`config.mk`:
```
export PLATFORM = sky130hd
export DESIGN_NAME = uart_rx_fifo_wr
export DESIGN_NICKNAME = d
export VERILOG_FILES = /design/src/rtl/uart_rx_fifo_wr.sv
export SDC_FILE = /design/constraint.sdc
export NUM_CORES = 1
export LEC_CHECK = 0
export CAP_MARGIN = 5
export CORE_MARGIN = 2
export CORE_UTILIZATION = 58
export DETAILED_ROUTE_END_ITERATION = 16
export PLACE_DENSITY = 0.93
export SYNTH_ARGS = -nofsm -noshare
export SYNTH_HDL_FRONTEND = slang
export SYNTH_SLANG_ARGS = --single-unit
export TNS_END_PERCENT = 20
```
`constraint.sdc`:
```
create_clock -name wclk -period 3.9 [get_ports wclk]
set_input_delay 0.585 -clock wclk [delete_from_list [all_inputs] [get_ports wclk]]
set_output_delay 0.585 -clock wclk [all_outputs]
set_load 0.01 [all_outputs]
```
`src/rtl/uart_rx_fifo_wr.sv`:
```
// Oversampling UART receiver (8N1, LSB first) that writes each good character
// into the write side of an async FIFO via a one-cycle winc strobe.
module uart_rx_fifo_wr #(
    parameter int CLKS_PER_BIT = 16,
    parameter int DATA_WIDTH   = 8
) (
    input  logic                  wclk,
    input  logic                  wrst,
    input  logic                  rx,
    input  logic                  wfull,
    input  logic                  err_clr,
    output logic [DATA_WIDTH-1:0] wdata,
    output logic                  winc,
    output logic                  frm_err,
    output logic                  ovr_err,
    output logic                  busy
);

    localparam int CW = $clog2(CLKS_PER_BIT);
    localparam int BW = (DATA_WIDTH > 1) ? $clog2(DATA_WIDTH) : 1;
    localparam logic [CW-1:0] HALF_M1  = CW'(CLKS_PER_BIT / 2 - 1);
    localparam logic [CW-1:0] FULL_M1  = CW'(CLKS_PER_BIT - 1);
    localparam logic [BW-1:0] LAST_BIT = BW'(DATA_WIDTH - 1);

    typedef enum logic [2:0] {
        S_IDLE,
        S_START,
        S_DATA,
        S_STOP,
        S_BREAK
    } state_t;

    state_t                state_q;
    logic [1:0]            sync_q;
    logic [CW-1:0]         cnt_q;
    logic [BW-1:0]         bit_idx_q;
    logic [DATA_WIDTH-1:0] shreg_q;
    logic [DATA_WIDTH-1:0] wdata_q;
    logic                  winc_q;
    logic                  frm_err_q;
    logic                  ovr_err_q;
    logic                  rx_s;

    assign rx_s = sync_q[1];

    always_ff @(posedge wclk or posedge wrst) begin
        if (wrst) begin
            sync_q    <= 2'b11;
            state_q   <= S_IDLE;
            cnt_q     <= '0;
            bit_idx_q <= '0;
            shreg_q   <= '0;
            wdata_q   <= '0;
            winc_q    <= 1'b0;
            frm_err_q <= 1'b0;
            ovr_err_q <= 1'b0;
        end else begin
            sync_q    <= {sync_q[0], rx};
            winc_q    <= 1'b0;
            frm_err_q <= 1'b0;
            if (err_clr) begin
                ovr_err_q <= 1'b0;
            end
            case (state_q)
                S_IDLE: begin
                    cnt_q <= '0;
                    if (!rx_s) begin
                        state_q <= S_START;
                    end
                end
                S_START: begin
                    if (cnt_q == HALF_M1) begin
                        cnt_q     <= '0;
                        bit_idx_q <= '0;
                        state_q   <= rx_s ? S_IDLE : S_DATA;
                    end else begin
                        cnt_q <= cnt_q + 1'b1;
                    end
                end
                S_DATA: begin
                    if (cnt_q == FULL_M1) begin
                        cnt_q   <= '0;
                        shreg_q <= {rx_s, shreg_q[DATA_WIDTH-1:1]};
                        if (bit_idx_q == LAST_BIT) begin
                            state_q <= S_STOP;
                        end else begin
                            bit_idx_q <= bit_idx_q + 1'b1;
                        end
                    end else begin
                        cnt_q <= cnt_q + 1'b1;
                    end
                end
                S_STOP: begin
                    // Leave at mid stop bit so a following start edge is not missed.
                    if (cnt_q == FULL_M1) begin
                        cnt_q <= '0;
                        if (!rx_s) begin
                            frm_err_q <= 1'b1;
                            state_q   <= S_BREAK;
                        end else if (wfull) begin
                            ovr_err_q <= 1'b1;
                            state_q   <= S_IDLE;
                        end else begin
                            winc_q  <= 1'b1;
                            wdata_q <= shreg_q;
                            state_q <= S_IDLE;
                        end
                    end else begin
                        cnt_q <= cnt_q + 1'b1;
                    end
                end
                S_BREAK: begin
                    if (rx_s) begin
                        state_q <= S_IDLE;
                    end
                end
                default: state_q <= S_IDLE;
            endcase
        end
    end

    assign wdata   = wdata_q;
    assign winc    = winc_q;
    assign frm_err = frm_err_q;
    assign ovr_err = ovr_err_q;
    assign busy    = (state_q != S_IDLE);

endmodule

```
-- Yosys cells after proc, flatten, opt, wreduce, memory -nomap -nowiden
Cells that the tools add are included.
- register bits: 31
- bits of input ports: 5
- output and inout port bits: 12
- logic and storage cells: 63
- add/subtract/negate cells: 2
- eq/ne operators: 14
- mux-type cells: 28
- bitwise operators: 1
- reduce and logical (&&, ||, !) cells: 9
- operators with widths (cell ; number):
    3-bit 2-to-1 mux ; 10
    3-bit one-hot mux with 5 select lines ; 1
    2-bit != test (second input constant) ; 7
    1-bit 2-to-1 mux ; 12
    4-bit one-hot mux with 3 select lines ; 1
    4-bit 2-to-1 mux ; 2
    4-bit AND reduction ; 2
    3-bit by 2-bit == test with 1-bit output (second input constant) ; 2
    3-bit == test (second input constant) ; 2
    3-bit one-hot mux with 2 select lines ; 1
    6-bit AND reduction ; 1
    3-bit nonzero test ; 2
    4-bit by 1-bit adder with 4-bit output (second input constant) ; 1
    4-bit by 3-bit == test with 1-bit output (second input constant) ; 1
    4-bit == test (second input constant) ; 1
    3-bit by 1-bit adder with 3-bit output (second input constant) ; 1
    3-bit by 1-bit == test with 1-bit output (second input constant) ; 1
    3-bit zero test ; 1
    2-bit 2-to-1 mux ; 1
    2-bit AND reduction ; 1
    2-bit nonzero test ; 1
    2-bit OR reduction ; 1
    1-bit NOT ; 1

-- Logic depth before layout (Yosys ltp)
Gate-level depths: netlist of run 1.
- depth after elaboration: 5
- mapped depth: 6
- gate-level depth less buffers: 5

-- Least setup slack after synthesis of run 1
Ideal clock, no wire load.
- path kind: reg-to-reg
- start: reg bit_idx_q[0]
- end: reg state_q[1]
- setup time: 0.127 ns
- data arrival time: 1.659 ns
- required time: 3.773 ns
- slack: 2.113 ns
- cell stages (with the launch flop): 6
- buffers on the path: 0
- clock period less this slack: 1.787 ns
- path through: dfrtp_1 ha_1 ha_1 a2111oi_1 a211o_1 mux2_1
- longest elaborated chain between the ends: 3
- RTL lines (item ; line ; source):
    start: declaration ; 36 ; logic [BW-1:0] bit_idx_q;
    start signal: assignment ; 87 ; bit_idx_q <= bit_idx_q + 1'b1;
    3-bit == test ; 84 ; if (bit_idx_q == LAST_BIT) begin
    2-bit != test (no source line) ; - ;
    6-bit AND reduction (no source line) ; - ;
    end signal: assignment ; 75 ; state_q <= rx_s ? S_IDLE : S_DATA;
    end: declaration ; 33 ; state_t state_q;
No other way between the ends.
A chain may end at the register's enable or synchronous reset.

-- Final worst setup path of run 1
- start: reg state_q[2]
- end: out busy
- longest elaborated chain between the ends: 1
- RTL lines (item ; line ; source):
    3-bit nonzero test ; 126 ; assign busy = (state_q != S_IDLE);
    end: declaration ; 16 ; output logic busy
No other way between the ends.

==> results of run 1 <==
[kinds of logic (layout without fill, tap and decap cells)]
kind of cell	after synthesis	after routing	synth area share, %
muxes	21	21	16.90
adders and majority gates	3	3	2.669
buffers and inverters	10	29	3.737
AOI/OAI and AO/OA	14	14	7.207
and+or+nand+nor	30	30	12.37
DFF	31	31	55.34
xor gates and xnor gates	2	2	1.780
[power breakdown]
part	leakage [nW]	total [mW]	switching (mW)	internal (mW)
logic	0.330	0.242	0.110	0.132
registers	0.419	0.411	0.0540	0.357
clock network	0.0386	0.209	0.103	0.106
[routing by layer]
layer  up-vias  track usage [%]  part of all wire (%)
met5         -                0                     0
met4         0            13.25                   2.0
met3         5            9.322                   4.6
met2        19            34.77                    50
met1       428            23.12                    43
li1        422                -                     -
[how the worst max path moves through the flow]
stage                  to         start  slack (ns)
3_5_place_dp     wdata[4]         wfull        1.73
4_1_cts              busy    state_q[2]        1.53
5_1_grt              busy    state_q[2]        1.47
3_3_place_gp     wdata[5]         wfull        1.77
2_1_floorplan  state_q[1]  bit_idx_q[0]        2.11
6_report             busy    state_q[2]        1.53
[layout make-up]
type,count,area [um^2]
Sequential cell,31,778.2
Fill cell,154,618.1
Multi-Input combinational cell,70,575.6
Timing Repair Buffer,16,160.2
Clock buffer,8,68.82
Tap cell,28,35.03
Inverter,5,18.77
[stage by stage]
stage | util [%] | hold slack [ns] | power (mW)
3_5_place_dp | 69.53 | 0.3532 | 0.6620
6_report | 72.59 | 0.3667 | 0.8626
5_1_grt | 72.59 | 0.3703 | 0.9251
3_3_place_gp | 69.53 | 0.3456 | 0.6403
2_1_floorplan | - | 0.3452 | 0.6159
4_1_cts | 72.59 | 0.3663 | 0.8741
[cells in the mapped netlist (all sizes together), types with 2 or more instances]
| master | number | area, um^2 |
|---|---|---|
| and2 | 2 | 12.51 |
| nor2 | 9 | 41.29 |
| o21ai | 6 | 30.03 |
| nand3 | 2 | 15.01 |
| or3b | 2 | 20.02 |
| dfrtp | 29 | 725.7 |
| ha | 3 | 37.54 |
| buf | 4 | 30.03 |
| inv | 5 | 18.77 |
| nand2 | 8 | 30.03 |
| dfstp | 2 | 52.55 |
| mux2i | 2 | 20.02 |
| mux2 | 19 | 217.7 |
| nor3b | 2 | 20.02 |
[registers in the layout (all words and copies together) (netlist names), 2 cells and up]
| register | cells |
|---|---|
| shreg_q | 8 |
| wdata | 8 |
| sync_q | 2 |
| bit_idx_q | 3 |
| cnt_q | 4 |
| state_q | 3 |
==> metrics, run 1 <==
period utilization=60.68%; Post-CTS Setup Inserts=0; Placed Instance Area=1568 um^2; CTS resizes=0; Final GP Congestion=0.7818; worst path cell trace=or3_1, clkdlybuf4s50_1; starting density of the core=62.38%; Max-cap violations=0; setup slack after layout=1.533 ns; final setup fails=0; DRC Markers=0; Buffers & Inverters on Critical Path=1; area delta synth->final=16.37%; Reg2Reg Setup Slack=~1.7 ns; Die Y=between 50 and 60 um; Hold Path Depth=0; Diodes inserted=0; leakage=0.7873 nW; stages on the worst setup path=2; Min-Delay Endpoint=sync_q[1]; Worst Path Max Fanout=17; drt total wl=2.396 mm; vias per cell=5.532; Hold Fails Final Rpt=0; #FFs+latches synth=31; Worst Setup End Kind=output pin; Rows=17; die width=about 53 um; core area=2255 um^2; clk_skew=0.009994 ns; Place WS=1.731 ns; sequential area share after synthesis=55.34%; commonest cells after routing, fill and taps aside=29 x dfrtp_1, 16 x clkdlybuf4s50_1, 15 x mux2_2; Critical Path RT=3.31 ns; setup_tns=0 ns; H-tree depth=2; Cell Count, Final, Fillers Out=158; pwr dens=approximately 530 nW/um^2; Syn. warnings=0; port bufs=16; layout cells sized above 1=23.85%; reg-to-reg endpoint=wdata[4]; fin crit period=2.367 ns; Final #Nets=137; Netlist Area Pre-Place=1406 um^2; Worst VDD drop=0.4144 mV; DR pass1 iterations=4; GR Util All Layers=21.60%; DP HPWL=~1.7 mm; clock tree buffer depth=2; drt initial violations=4; pin count of the biggest net entering global routing=32; Arr. time, crit path=1.78 ns; Die Footprint=2835 um^2; RSZ-0062 raised after global routing=no; CTS tree=built; Syn Nets=119; Slowest cell on crit path=dfrtp_1; design area=1637 um^2; CTS Buf Count=5; Root Driver=clkbuf_4; Tightest Pin Transition=1.118 ns; Slew Viols, Final=0; CP Launch Type=flip-flop; initial antenna violation count=0; io pins=17; outcome=completed; Worst-Skew Late Latency=about 0.33 ns; Hold Path Class=reg2reg; Synth cell types=36; clock sinks=31; Post-CTS Hold Buffers=0; first-pass GRT wire length=4.057 mm; asr flop ratio synth=100.0%; commonest non-fill, non-tap cell in the layout=dfrtp_1; number of flops mapped to enable cells by yosys=0; Wirelength per Cell=roughly 15 um; min-delay src=sync_q[0]; Remaining Overflow, GRT=0; cell family with most CP delay=flip-flops; # placed instances=150; clock-pin slew on the worst setup and hold paths=0.10 ns; Reg2Reg Depth=4; cells after synthesis=about 110; DR vias=874; DRT antenna net count=0; Synth Flop Type=dfrtp_1; vias in the first global route=921; worst rel slew slack=25.38%; synthesized area per cell=12.67 um^2; reg2reg start=state_q[2]; Worst path max stage delay=0.58 ns; f_max=422.5 MHz; Worst Setup Path Type=reg2out
Note: power is estimated with default switching activity, not from simulation.
==> run 2, diff against run 1 <==
- CORE_UTILIZATION: 58 -> 54
- PLACE_DENSITY: 0.93 -> 0.88
- clock period: 3.9 -> 2.2 ns (I/O delays scaled with it)
==> run 2 against run 1 <==
  * Register-to-register slack worse by 1.5 ns
  * Hold slack worse by 0.013 ns
  * Largest cell class unchanged
  * Highest routed layer unchanged
  * Sequential power up 77%
  * Non-clock buffer count up 3
  * First-iteration DRC count up 75%
==> metrics, run 2 (synthesis gave the netlist of run 1 again) <==
Post-CTS Setup Inserts=0 (unchanged); Final GP Congestion=0.7644 (-2.2%); core area=2477 um^2 (+9.9%); io pins=17 (unchanged); DR pass1 iterations=3 (-1); Slowest cell on crit path=clkdlybuf4s50_1; clk_skew=0.006279 ns (-0.003715 ns); Reg2Reg Setup Slack=0.22 ns (-1.51 ns); DRT antenna net count=0 (unchanged); Die Footprint=3028 um^2 (+6.8%); initial antenna violation count=0 (unchanged); DP HPWL=1.662 mm (-2.7%); Arr. time, crit path=1.76 ns (-0.02 ns); clock sinks=31 (unchanged); Worst VDD drop=0.7064 mV (+70%); Rows=18 (+1); Final Core Density=67.12% (-5.5 points); Final #Nets=140 (+2.2%); pin count of the biggest net entering global routing=32 (unchanged); clock tree buffer depth=2 (unchanged); CTS tree=built; CP Launch Type=flip-flop; Hold Fails Final Rpt=0 (unchanged); Tightest Pin Transition=0.4551 ns (-0.6629 ns); starting density of the core=56.77% (-5.6 points); worst path cell trace=buf_4, or3_1, clkdlybuf4s50_1; Root Driver=clkbuf_4; min-delay src=sync_q[0]; Reg2Reg Depth=6 (+2); Wirelength per Cell=13.99 um (-7.7%); Remaining Overflow, GRT=0 (unchanged); Worst path max stage delay=0.48 ns (-0.10 ns); outcome=completed; setup_tns=0 ns (unchanged); layout cells sized above 1=26.32% (+2.5 points); final setup fails=0 (unchanged); H-tree depth=2 (unchanged); area delta synth->final=18.24%; vias in the first global route=865 (-6.1%); DRC Markers=0 (unchanged); Hold Path Class=reg2reg; Fill cells=197 (+28%); GR Util All Layers=19.04% (-2.6 points); Hold Path Depth=0 (unchanged); clock-pin slew on the worst setup and hold paths=0.09 ns (about the same); Min-Delay Endpoint=sync_q[1]; drt initial violations=7 (+3); port bufs=16 (unchanged); Worst Setup End Kind=output pin; Worst Setup Path Type=reg2out; Die Y=55.03 um (+3.4%); commonest non-fill, non-tap cell in the layout=dfrtp_1; Slew Viols, Final=0 (unchanged); DR vias=888 (+1.6%); drt total wl=2.281 mm (-4.8%); leakage=0.8013 nW (+1.8%); Worst-Skew Late Latency=0.32 ns (about the same); pwr dens=918.4 nW/um^2 (+74%); die width=55.03 um (+3.4%); Max-cap violations=0 (unchanged); CTS Buf Count=5 (unchanged); vias per cell=5.448 (-1.5%); Worst Path Max Fanout=10 (-7); commonest cells after routing, fill and taps aside=28 x dfrtp_1, 16 x clkdlybuf4s50_1, 15 x mux2_2; Placed Instance Area=1593 um^2 (+1.6%); reg2reg start=cnt_q[0]; worst rel slew slack=69.58% (+44 points); reg-to-reg endpoint=wdata[5]; fin crit period=~2.1 ns; f_max=478.5 MHz; design area=1663 um^2 (+1.6%); first-pass GRT wire length=3.795 mm (-6.5%); Critical Path RT=1.87 ns (-1.44 ns); RSZ-0062 raised after global routing=no; period utilization=94.99%; Diodes inserted=0 (unchanged)
[run 2: cell types whose count changed in the layout (fill, tap and decap cells not counted), sizes merged]
cell,before,now
buf,0,3
[run 2: how the worst max path moves through the flow]
stage | startpoint | endpoint | cells after the start
floorplan | bit_idx_q[0] | state_q[1] | 5
global placement | cnt_q[0] | wdata[7] | 6
detailed placement | cnt_q[0] | wdata[5] | 6
CTS | state_q[2] | busy | 3
global route | state_q[2] | busy | 3
finish | state_q[2] | busy | 3
[run 2: final cells by class]
| cell class | count | area [um^2] | share of cell area (%) |
|---|---|---|---|
| clock buffers | 8 | 68.82 | 4.138 |
| inverters | 5 | 18.77 | 1.129 |
| multi-input cells | 70 | 575.6 | 34.61 |
| flip-flops and latches | 31 | 779.5 | 46.88 |
| well taps | 30 | 37.54 | 2.257 |
| repair buffers | 19 | 182.7 | 10.99 |
[run 2: critical path: cells and delay by family (launching register included)]
| family | cells | cell delay, ns |
|---|---|---|
| buffers and inverters | 2 | 0.66 |
| flip-flops | 1 | 0.47 |
| AND/OR/NAND/NOR | 1 | 0.30 |
[run 2: power by group]
| group | internal (mW) | switching [mW] |
|---|---|---|
| combinational | 0.235 | 0.196 |
| sequential | 0.633 | 0.0955 |
| clock | 0.188 | 0.180 |
| total | 1.06 | 0.471 |
[run 2: stage by stage]
stage / instances / total power [mW] / hold slack (ns) / worst slack, ns
after floorplan: 111 / 1.092 / 0.3345 / 0.4131
after global placement: 155 / 1.141 / 0.3478 / 0.2879
after detailed placement: 155 / 1.172 / 0.3505 / 0.2394
after CTS: 163 / 1.544 / 0.3590 / 0.06315
after global routing: 163 / 1.637 / 0.3610 / 0.007798
final: 163 / 1.527 / 0.3541 / 0.1101
[run 2: layer usage]
| metal | up-vias | part of all wire [%] | GRT usage (%) |
|---|---|---|---|
| met3 | 8 | 4.9 | 7.527 |
| met2 | 20 | 49 | 28.57 |
| met1 | 431 | 43 | 22.20 |
| li1 | 429 | - | - |
| met4 | 0 | 3.3 | 13.41 |
| met5 | - | 0 | 0 |
[run 2: repair_timing]
item / in CTS / in global routing
resized for setup: 0 / 1
hold buffers: 0 / 0
endpoints found under the setup margin: 0 / 1
